File: config.mk
export PLATFORM = sky130hd
export DESIGN_NAME = ram_arbiter_flat
export DESIGN_NICKNAME = d
export VERILOG_FILES = /design/src/rtl/ram_arbiter_if.sv /design/src/rtl/ram_arbiter.sv /design/src/flat_wrapper.sv
export SDC_FILE = /design/constraint.sdc
export NUM_CORES = 1
export LEC_CHECK = 0
export CAP_MARGIN = 10
export CORE_MARGIN = 1.5
export CORE_UTILIZATION = 41
export CTS_BUF_LIST = sky130_fd_sc_hd__clkbuf_16
export DETAILED_ROUTE_END_ITERATION = 8
export GPL_TIMING_DRIVEN = 0
export PLACE_DENSITY = 0.85
export SLEW_MARGIN = 0
export SYNTH_ARGS = -nofsm -noshare
export SYNTH_HDL_FRONTEND = slang
export SYNTH_SLANG_ARGS = --single-unit
File: constraint.sdc
create_clock -name clk -period 2.9 [get_ports clk]
set_clock_uncertainty 0.05 [all_clocks]
set_input_delay 0.87 -clock clk [delete_from_list [all_inputs] [get_ports clk]]
set_output_delay 0.87 -clock clk [all_outputs]
set_load 0.01 [all_outputs]
File: src/rtl/ram_arbiter_if.sv
`default_nettype none
// ============================================================================
// Module      : ram_arbiter_if
// Description : Bundle of the two requester ports and the single-port RAM
//               bus served by ram_arbiter.
//   slave  : arbiter view. It samples requests and ram_dout, and drives
//            grants, read valids, rdata, init_done and the ram_* command.
//   master : environment view. It holds the requesters and the RAM.
// Ports       : req0/1, we0/1, addr0/1, wdata0/1   requester commands
//               gnt0/1, rvalid0/1, rdata            requester responses
//               init_done                           clear sequence finished
//               ram_rst, ram_wen, ram_addr, ram_din RAM command
//               ram_dout                            RAM read data
// Revision    : 1.0 - initial release
// ============================================================================
interface ram_arbiter_if #(
    parameter int ADDR_W = 4,
    parameter int DATA_W = 8
);
    logic              req0;
    logic              req1;
    logic              we0;
    logic              we1;
    logic [ADDR_W-1:0] addr0;
    logic [ADDR_W-1:0] addr1;
    logic [DATA_W-1:0] wdata0;
    logic [DATA_W-1:0] wdata1;
    logic              gnt0;
    logic              gnt1;
    logic              rvalid0;
    logic              rvalid1;
    logic [DATA_W-1:0] rdata;
    logic              init_done;
    logic              ram_rst;
    logic              ram_wen;
    logic [ADDR_W-1:0] ram_addr;
    logic [DATA_W-1:0] ram_din;
    logic [DATA_W-1:0] ram_dout;

    modport slave (
        input  req0, req1, we0, we1, addr0, addr1, wdata0, wdata1, ram_dout,
        output gnt0, gnt1, rvalid0, rvalid1, rdata, init_done,
               ram_rst, ram_wen, ram_addr, ram_din
    );

    modport master (
        output req0, req1, we0, we1, addr0, addr1, wdata0, wdata1, ram_dout,
        input  gnt0, gnt1, rvalid0, rvalid1, rdata, init_done,
               ram_rst, ram_wen, ram_addr, ram_din
    );
endinterface
`default_nettype wire

File: src/rtl/ram_arbiter.sv
`default_nettype none
// ============================================================================
// Module      : ram_arbiter
// Description : Two-requester round-robin arbiter for a single-port RAM with
//               synchronous read. After reset it writes CLEAR_VAL to every
//               location (CLEAR state) and then serves requests (ARB state).
// Ports       : clk    - rising-edge clock
//               reset  - asynchronous, active-low reset
//               bus    - ram_arbiter_if.slave (requesters and RAM bus)
// Revision    : 1.0 - initial release
// ============================================================================
module ram_arbiter #(
    parameter int                ADDR_W    = 4,
    parameter int                DATA_W    = 8,
    parameter logic [DATA_W-1:0] CLEAR_VAL = '0
) (
    input  wire logic         clk,
    input  wire logic         reset,
    ram_arbiter_if.slave      bus
);

    localparam logic [0:0]        c_ST_CLEAR = 1'b0;
    localparam logic [0:0]        c_ST_ARB   = 1'b1;
    localparam logic [ADDR_W-1:0] c_CNT_LAST = {ADDR_W{1'b1}};

    logic [0:0]        r_state;
    logic [ADDR_W-1:0] r_cnt;
    logic              r_init_done;
    logic              r_ptr;       // 0: requester 0 has priority
    logic              r_gnt0;
    logic              r_gnt1;
    logic              r_rvalid0;
    logic              r_rvalid1;
    logic              r_ram_wen;
    logic [ADDR_W-1:0] r_ram_addr;
    logic [DATA_W-1:0] r_ram_din;

    logic w_elig0;
    logic w_elig1;
    logic w_win0;
    logic w_win1;

    // A requester granted this cycle is still holding its request, so it is
    // masked to avoid granting it twice. Eligibility also waits for
    // init_done, which delays the first grant to the cycle after it rises.
    assign w_elig0 = bus.req0 & ~r_gnt0 & r_init_done;
    assign w_elig1 = bus.req1 & ~r_gnt1 & r_init_done;
    assign w_win0  = w_elig0 & (~w_elig1 | ~r_ptr);
    assign w_win1  = w_elig1 & (~w_elig0 |  r_ptr);

    always_ff @(posedge clk or negedge reset) begin
        if (!reset) begin
            r_state     <= c_ST_CLEAR;
            r_cnt       <= '0;
            r_init_done <= 1'b0;
            r_ptr       <= 1'b0;
            r_gnt0      <= 1'b0;
            r_gnt1      <= 1'b0;
            r_rvalid0   <= 1'b0;
            r_rvalid1   <= 1'b0;
            r_ram_wen   <= 1'b0;
            r_ram_addr  <= '0;
            r_ram_din   <= '0;
        end else begin
            // ram_wen still carries the we of the grant issued this cycle,
            // so a read grant produces rvalid exactly one cycle later, when
            // the RAM has registered the read data.
            r_rvalid0 <= r_gnt0 & ~r_ram_wen;
            r_rvalid1 <= r_gnt1 & ~r_ram_wen;

            case (r_state)
                c_ST_CLEAR: begin
                    r_gnt0     <= 1'b0;
                    r_gnt1     <= 1'b0;
                    r_ram_wen  <= 1'b1;
                    r_ram_addr <= r_cnt;
                    r_ram_din  <= CLEAR_VAL;
                    r_cnt      <= r_cnt + 1'b1;
                    if (r_cnt == c_CNT_LAST) begin
                        r_state <= c_ST_ARB;
                    end
                end
                default: begin
                    r_init_done <= 1'b1;
                    r_gnt0      <= w_win0;
                    r_gnt1      <= w_win1;
                    if (w_win0) begin
                        r_ram_wen  <= bus.we0;
                        r_ram_addr <= bus.addr0;
                        r_ram_din  <= bus.wdata0;
                        r_ptr      <= 1'b1;
                    end else if (w_win1) begin
                        r_ram_wen  <= bus.we1;
                        r_ram_addr <= bus.addr1;
                        r_ram_din  <= bus.wdata1;
                        r_ptr      <= 1'b0;
                    end else begin
                        // Address and data hold so the RAM bus stays quiet.
                        r_ram_wen <= 1'b0;
                    end
                end
            endcase
        end
    end

    assign bus.gnt0      = r_gnt0;
    assign bus.gnt1      = r_gnt1;
    assign bus.rvalid0   = r_rvalid0;
    assign bus.rvalid1   = r_rvalid1;
    assign bus.rdata     = bus.ram_dout;
    assign bus.init_done = r_init_done;
    assign bus.ram_rst   = ~reset;
    assign bus.ram_wen   = r_ram_wen;
    assign bus.ram_addr  = r_ram_addr;
    assign bus.ram_din   = r_ram_din;

endmodule
`default_nettype wire
File: src/flat_wrapper.sv
// flat-port wrapper written by rule: the top's interface ports become plain ports
module ram_arbiter_flat 
#(
    parameter int                ADDR_W    = 4,
    parameter int                DATA_W    = 8,
    parameter logic [DATA_W-1:0] CLEAR_VAL = '0
)
  (clk, reset, bus_req0, bus_req1, bus_we0, bus_we1, bus_addr0, bus_addr1, bus_wdata0, bus_wdata1, bus_ram_dout, bus_gnt0, bus_gnt1, bus_rvalid0, bus_rvalid1, bus_rdata, bus_init_done, bus_ram_rst, bus_ram_wen, bus_ram_addr, bus_ram_din);
  ram_arbiter_if #(.ADDR_W(ADDR_W), .DATA_W(DATA_W)) bus_i ();
  input  wire logic clk;
  input  wire logic reset;
  input wire logic [$bits(bus_i.req0)-1:0] bus_req0;
  input wire logic [$bits(bus_i.req1)-1:0] bus_req1;
  input wire logic [$bits(bus_i.we0)-1:0] bus_we0;
  input wire logic [$bits(bus_i.we1)-1:0] bus_we1;
  input wire logic [$bits(bus_i.addr0)-1:0] bus_addr0;
  input wire logic [$bits(bus_i.addr1)-1:0] bus_addr1;
  input wire logic [$bits(bus_i.wdata0)-1:0] bus_wdata0;
  input wire logic [$bits(bus_i.wdata1)-1:0] bus_wdata1;
  input wire logic [$bits(bus_i.ram_dout)-1:0] bus_ram_dout;
  output wire logic [$bits(bus_i.gnt0)-1:0] bus_gnt0;
  output wire logic [$bits(bus_i.gnt1)-1:0] bus_gnt1;
  output wire logic [$bits(bus_i.rvalid0)-1:0] bus_rvalid0;
  output wire logic [$bits(bus_i.rvalid1)-1:0] bus_rvalid1;
  output wire logic [$bits(bus_i.rdata)-1:0] bus_rdata;
  output wire logic [$bits(bus_i.init_done)-1:0] bus_init_done;
  output wire logic [$bits(bus_i.ram_rst)-1:0] bus_ram_rst;
  output wire logic [$bits(bus_i.ram_wen)-1:0] bus_ram_wen;
  output wire logic [$bits(bus_i.ram_addr)-1:0] bus_ram_addr;
  output wire logic [$bits(bus_i.ram_din)-1:0] bus_ram_din;
  assign bus_i.req0 = bus_req0;
  assign bus_i.req1 = bus_req1;
  assign bus_i.we0 = bus_we0;
  assign bus_i.we1 = bus_we1;
  assign bus_i.addr0 = bus_addr0;
  assign bus_i.addr1 = bus_addr1;
  assign bus_i.wdata0 = bus_wdata0;
  assign bus_i.wdata1 = bus_wdata1;
  assign bus_i.ram_dout = bus_ram_dout;
  assign bus_gnt0 = bus_i.gnt0;
  assign bus_gnt1 = bus_i.gnt1;
  assign bus_rvalid0 = bus_i.rvalid0;
  assign bus_rvalid1 = bus_i.rvalid1;
  assign bus_rdata = bus_i.rdata;
  assign bus_init_done = bus_i.init_done;
  assign bus_ram_rst = bus_i.ram_rst;
  assign bus_ram_wen = bus_i.ram_wen;
  assign bus_ram_addr = bus_i.ram_addr;
  assign bus_ram_din = bus_i.ram_din;
  ram_arbiter #(.ADDR_W(ADDR_W), .DATA_W(DATA_W), .CLEAR_VAL(CLEAR_VAL)) u_core (.clk(clk), .reset(reset), .bus(bus_i));
endmodule
* Word-level counts from Yosys, hierarchy flattened
Cells that the tools add are included.
** Operators by class
- $add $sub $neg :: 1
- Multipliers :: 0
- Divide/modulo/power cells :: 0
- Magnitude comparators :: 0
- Eq/ne operators :: 2
- Shift-type cells :: 0
- Muxes and demuxes :: 15
- Bitwise operators :: 17
- Reductions and logical operators :: 2
** Operator list (number)
- $mux 8 :: 3
- $mux 4 :: 3
- $mux 1 :: 9
- $and 1x1->1 :: 8
- $not 1->1 :: 7
- $add 4x1->4 const B :: 1
- $eq 4x4->1 const B :: 1
- $ne 3x3->1 const B :: 1
- $or 1x1->1 :: 2
- $reduce_and 2->1 :: 1
- $reduce_bool 2->1 :: 1
** Storage, ports and cells
- Bits in registers :: 24
- Bits in latches :: 0
- Bits in writable memories :: 0
- Bits in read-only memories :: 0
- Bits of input ports :: 38
- Output and inout port bits :: 27
- Logic and storage cells :: 48
- Memories :: 0

* Depth between registers and ports, before layout
- Depth in word-level cells :: 9
- Mapped depth :: 5
- Mapped depth without buffers :: 4

* Least setup slack after synthesis
No wires, ideal clock.
- Path kind :: input to register
- From :: input port bus_req1
- To :: register u_core.r_ram_addr[0] (netlist: u_core.bus.ram_addr[0])
- Data arrival time :: 1.952 ns
- Data required time :: 2.724 ns
- Slack :: 0.772 ns
- Cell stages on the path :: 4
- Buffers on the path :: 0
- Path through :: nor2b_4 a211o_4 mux2_4 a221o_1
** Between the ends
- Word-level cells in the longest chain between the ends :: 7
** RTL lines
- start, declared :: RTL line flat_wrapper.sv:13 : input wire logic [$bits(bus_i.req1)-1:0] bus_req1;
- $and 1x1->1 (*) (2 in series) :: RTL line ram_arbiter.sv:47 : assign w_elig1 = bus.req1 & ~r_gnt1 & r_init_done;
- $not 1->1 :: RTL line ram_arbiter.sv:48 : assign w_win0 = w_elig0 & (~w_elig1 | ~r_ptr);
- $or 1x1->1 :: RTL line ram_arbiter.sv:48
- $and 1x1->1 :: RTL line ram_arbiter.sv:48
- $mux 4 :: RTL line ram_arbiter.sv:87 : if (w_win0) begin
- $mux 4 :: RTL line ram_arbiter.sv:71 : case (r_state)
- end signal, assigned :: RTL line ram_arbiter.sv:76 : r_ram_addr <= r_cnt;
- end signal, assigned :: RTL line ram_arbiter.sv:89 : r_ram_addr <= bus.addr0;
- end signal, assigned :: RTL line ram_arbiter.sv:94 : r_ram_addr <= bus.addr1;
- end, declared :: RTL line ram_arbiter.sv:35 : logic [ADDR_W-1:0] r_ram_addr;
Every way passes the cells marked *; elsewhere a longest branch is shown, timed or not.
A chain may end at the register's enable or synchronous reset.

* Final worst setup path
- From :: input port reset
- To :: output port bus_ram_rst
** Between the ends
- Word-level cells in the longest chain between the ends :: 1
** RTL lines
- start, declared :: RTL line flat_wrapper.sv:11 : input wire logic reset;
- $not 1->1 :: RTL line ram_arbiter.sv:112 : assign bus.ram_rst = ~reset;
- end, declared :: RTL line flat_wrapper.sv:27 : output wire logic [$bits(bus_i.ram_rst)-1:0] bus_ram_rst;
No other way between the ends.

==> impl_results.md <==
* Seq pwr share at 38.0%
* Via/cell ratio at 5.10
* Non-Filler Instances at 182
* Fill cells at 223
* Via Count at 929
* Ys Warns at 0
* Util after Layout at 68.5%
* Core Area at 2710 µm²
* Hold Crit Class: reg -> reg
* Final hold vios at 0
* Clock sinks at 24
* Gate Count Post-Synth at 91
* Arr. time, crit path at 1780 ps
* Max VDD drop at 0.379 mV
* Post-DP HPWL at 2100 µm
* Crit path kind: in -> out
* Global route hottest layer: met2
* Area grow syn2layout at 60.8%
* Final setup vio count at 0
* Post-Syn Area at 1150 µm²
* Clock Path Buffers at 2
* CTS tree: done
* WL/cell at 14.9 µm
* Post-CTS setup buffer count at 0
* Placed inst area at 1750 µm²
* Clock root buffer: clkbuf_16
* DP Worst Slack at -772 ps
* Cell area after layout at 1860 µm²
* Final Wtd Congestion at 0.726
* TritonCTS buffer count at 3
* Pre-antenna DRT Iters at 4
* Yosys cell types at 27
* DRT iter0 DRCs at 19
* Top cell type's share of synthesized area at 52.0%
* First-pass GRT wire length at 4420 µm
* Status: finished clean
* Post-synthesis sequential area ratio at 52.0%
* Crit share post-route at 93.1%
* Die X at 56.1 µm
* GR Util met2 at 33.8%
* Power per cell area at 578 nW/µm²
* Chip height at 56.1 µm
* Tmin final at 2700 ps
* Initial antenna violation count at 0
* Leak Pwr at 0.845 nW
* Share of layout cells above drive strength 1 at 15.9%
* Largest net degree at the start of global routing at 26
* I/O pins at 65
* Maxcap violations at 0
* Gate power share at 25.8%
* Initial core utilization at 42.6%
* Vias in the first global route at 950
* Reg2Reg Launch Point: u_core.bus.gnt0$_DFF_PN0_
* Clock power frac at 36.2%
* Switching pwr at 247 µW
* # diodes at 0
* Final ANT Viol Nets at 0
* DIE AREA at 3140 µm²
* Number of port buffers at 56
* Setup crit start: reset
* RSZ-0062 raised after global routing: no
* Remaining DRCs at 0
* Data required time at the worst endpoint at 1980 ps
* Core Rows at 19
* Switch share at 23.0%
* Gr ovfl total at 0
* Post-route setup slack at 200 ps
* Nets at 191
* Routed WL at 2700 µm
* Pwr Total at 1.07 mW
* Max Fclk at 0.370 GHz
* CP Capture Type: primary output
* Slew @ Worst Pin at 446 ps
* Post-Syn Nets at 130
* Syn Area/Cell at 12.7 µm²
* Resized cells post-CTS at 5
* Largest area contributor in the netlist: dfrtp_1
* Int Power at 826 µW
* Met1 Resource Use GR at 20.9%
* Worst Setup Start Kind: input port
* Critical path fanouts, max at 25
* Hold path startpoint: u_core.bus.ram_wen$_DFF_PN0_
* Number of synthesized register bits at 24
* Inst Count DP at 178
* GR Util All Layers at 18.3%
* Clk Latency, worst-skew pair at 260 ps
* Area contributors post-synth: dfrtp_1 52%, mux2i_1 6.9%, o2bb2ai_1 6.1%
* Relative slew slack at 70.2%
* Met3 usage at 3.49%
* # H-tree levels at 1
* Post-CTS Hold Buffers at 0
* CTS clk-pin slew, worst paths at 60 ps
* Pins Over Slew Limit at 0
## through the flow
stage                     TNS, ps  hold WS, ps
after floorplan                 0          410
after global placement       -721          395
after detailed placement     -772          400
after CTS                       0          407
after global routing            0          427
final                           0          405
## kinds of logic after synthesis
kind of cell,count (synthesis),share of synthesized area (%)
flops,24,52.0
buf+inv,15,7.69
xor+xnor,3,2.28
fa+ha+maj,1,1.08
mux,13,13.1
compound gates,18,14.5
simple gates,17,9.32
## synthesized netlist by cell type, drive strengths merged
library cell	count
dfrtp	24
buf	10
mux2i	8
o2bb2ai	8
nor2b	7
mux2	5
a221o	4
inv	4
nand2	3
nand3	3
xnor2	3
nand2b	2
a211o	1
a21o	1
a21oi	1
and3	1
clkbuf	1
ha	1
nor2	1
o2111a	1
o2111ai	1
o211ai	1
## final cells by class
cell class	count	area (µm²)	share of cell area, %
plain buffers	11	73.8	3.98
clock buffers	3	75.1	4.04
clock inverters	1	30.0	1.62
inverters	4	15.0	0.809
multi-input cells	52	465	25.1
flip-flops and latches	24	601	32.3
well taps	31	38.8	2.09
repair buffers	56	558	30.1
## placed cells by master, fill, tap and decap left out, types with 4 or more instances in the layout
cell type / synthesis / routed
dfrtp_1: 24 / 24
clkdlybuf4s50_1: 0 / 55
mux2_4: 4 / 4
a221o_1: 4 / 4
nor2b_1: 6 / 6
o2bb2ai_1: 8 / 8
mux2i_1: 8 / 8
buf_4: 8 / 8
## power groups by stage
stage               registers [mW]  logic, mW  clock network (mW)
finish                       0.407      0.277               0.389
global route                 0.411      0.296               0.411
CTS                          0.407      0.282               0.395
detailed placement           0.412      0.281                   0
global placement             0.408      0.272                   0
floorplan                    0.428     0.0992                   0
## state kept, by name, summed over array words and instances (netlist names)
signal / count
u_core.bus.gnt0: 1
u_core.bus.gnt1: 1
u_core.bus.init_done: 1
u_core.bus.ram_addr: 4
u_core.bus.ram_din: 8
u_core.bus.ram_wen: 1
u_core.bus.rvalid0: 1
u_core.bus.rvalid1: 1
u_core.r_cnt: 4
u_core.r_ptr: 1
u_core.r_state: 1
## final timing paths
path / cells past startpoint / endpoint / slack [ps]
worst max-delay path: 3 / bus_ram_rst / 200
worst min-delay path: 1 / u_core.bus.rvalid1$_DFF_PN0_ / 410
worst max register to register: 4 / u_core.bus.ram_addr[1]$_DFFE_PN0P_ / 1190
worst min register to register: 1 / u_core.bus.rvalid1$_DFF_PN0_ / 410
max in group asynchronous: 1 / u_core.r_cnt[0]$_DFFE_PN0N_ / 2070
min in group asynchronous: 1 / u_core.bus.ram_addr[1]$_DFFE_PN0P_ / 480
## metal layers
layer	vias to the layer above	wire (µm)	part of all wire, %
li1	437	-	-
met5	-	0	0
met4	0	28	1.0
met1	447	1090	40
met3	3	175	6.5
met2	42	1410	52
## critical path: stages
cell             delay, ps
clkbuf_4               260
inv_1                  100
clkdlybuf4s50_1        540
No activity file was read; power rests on OpenSTA's default activity.
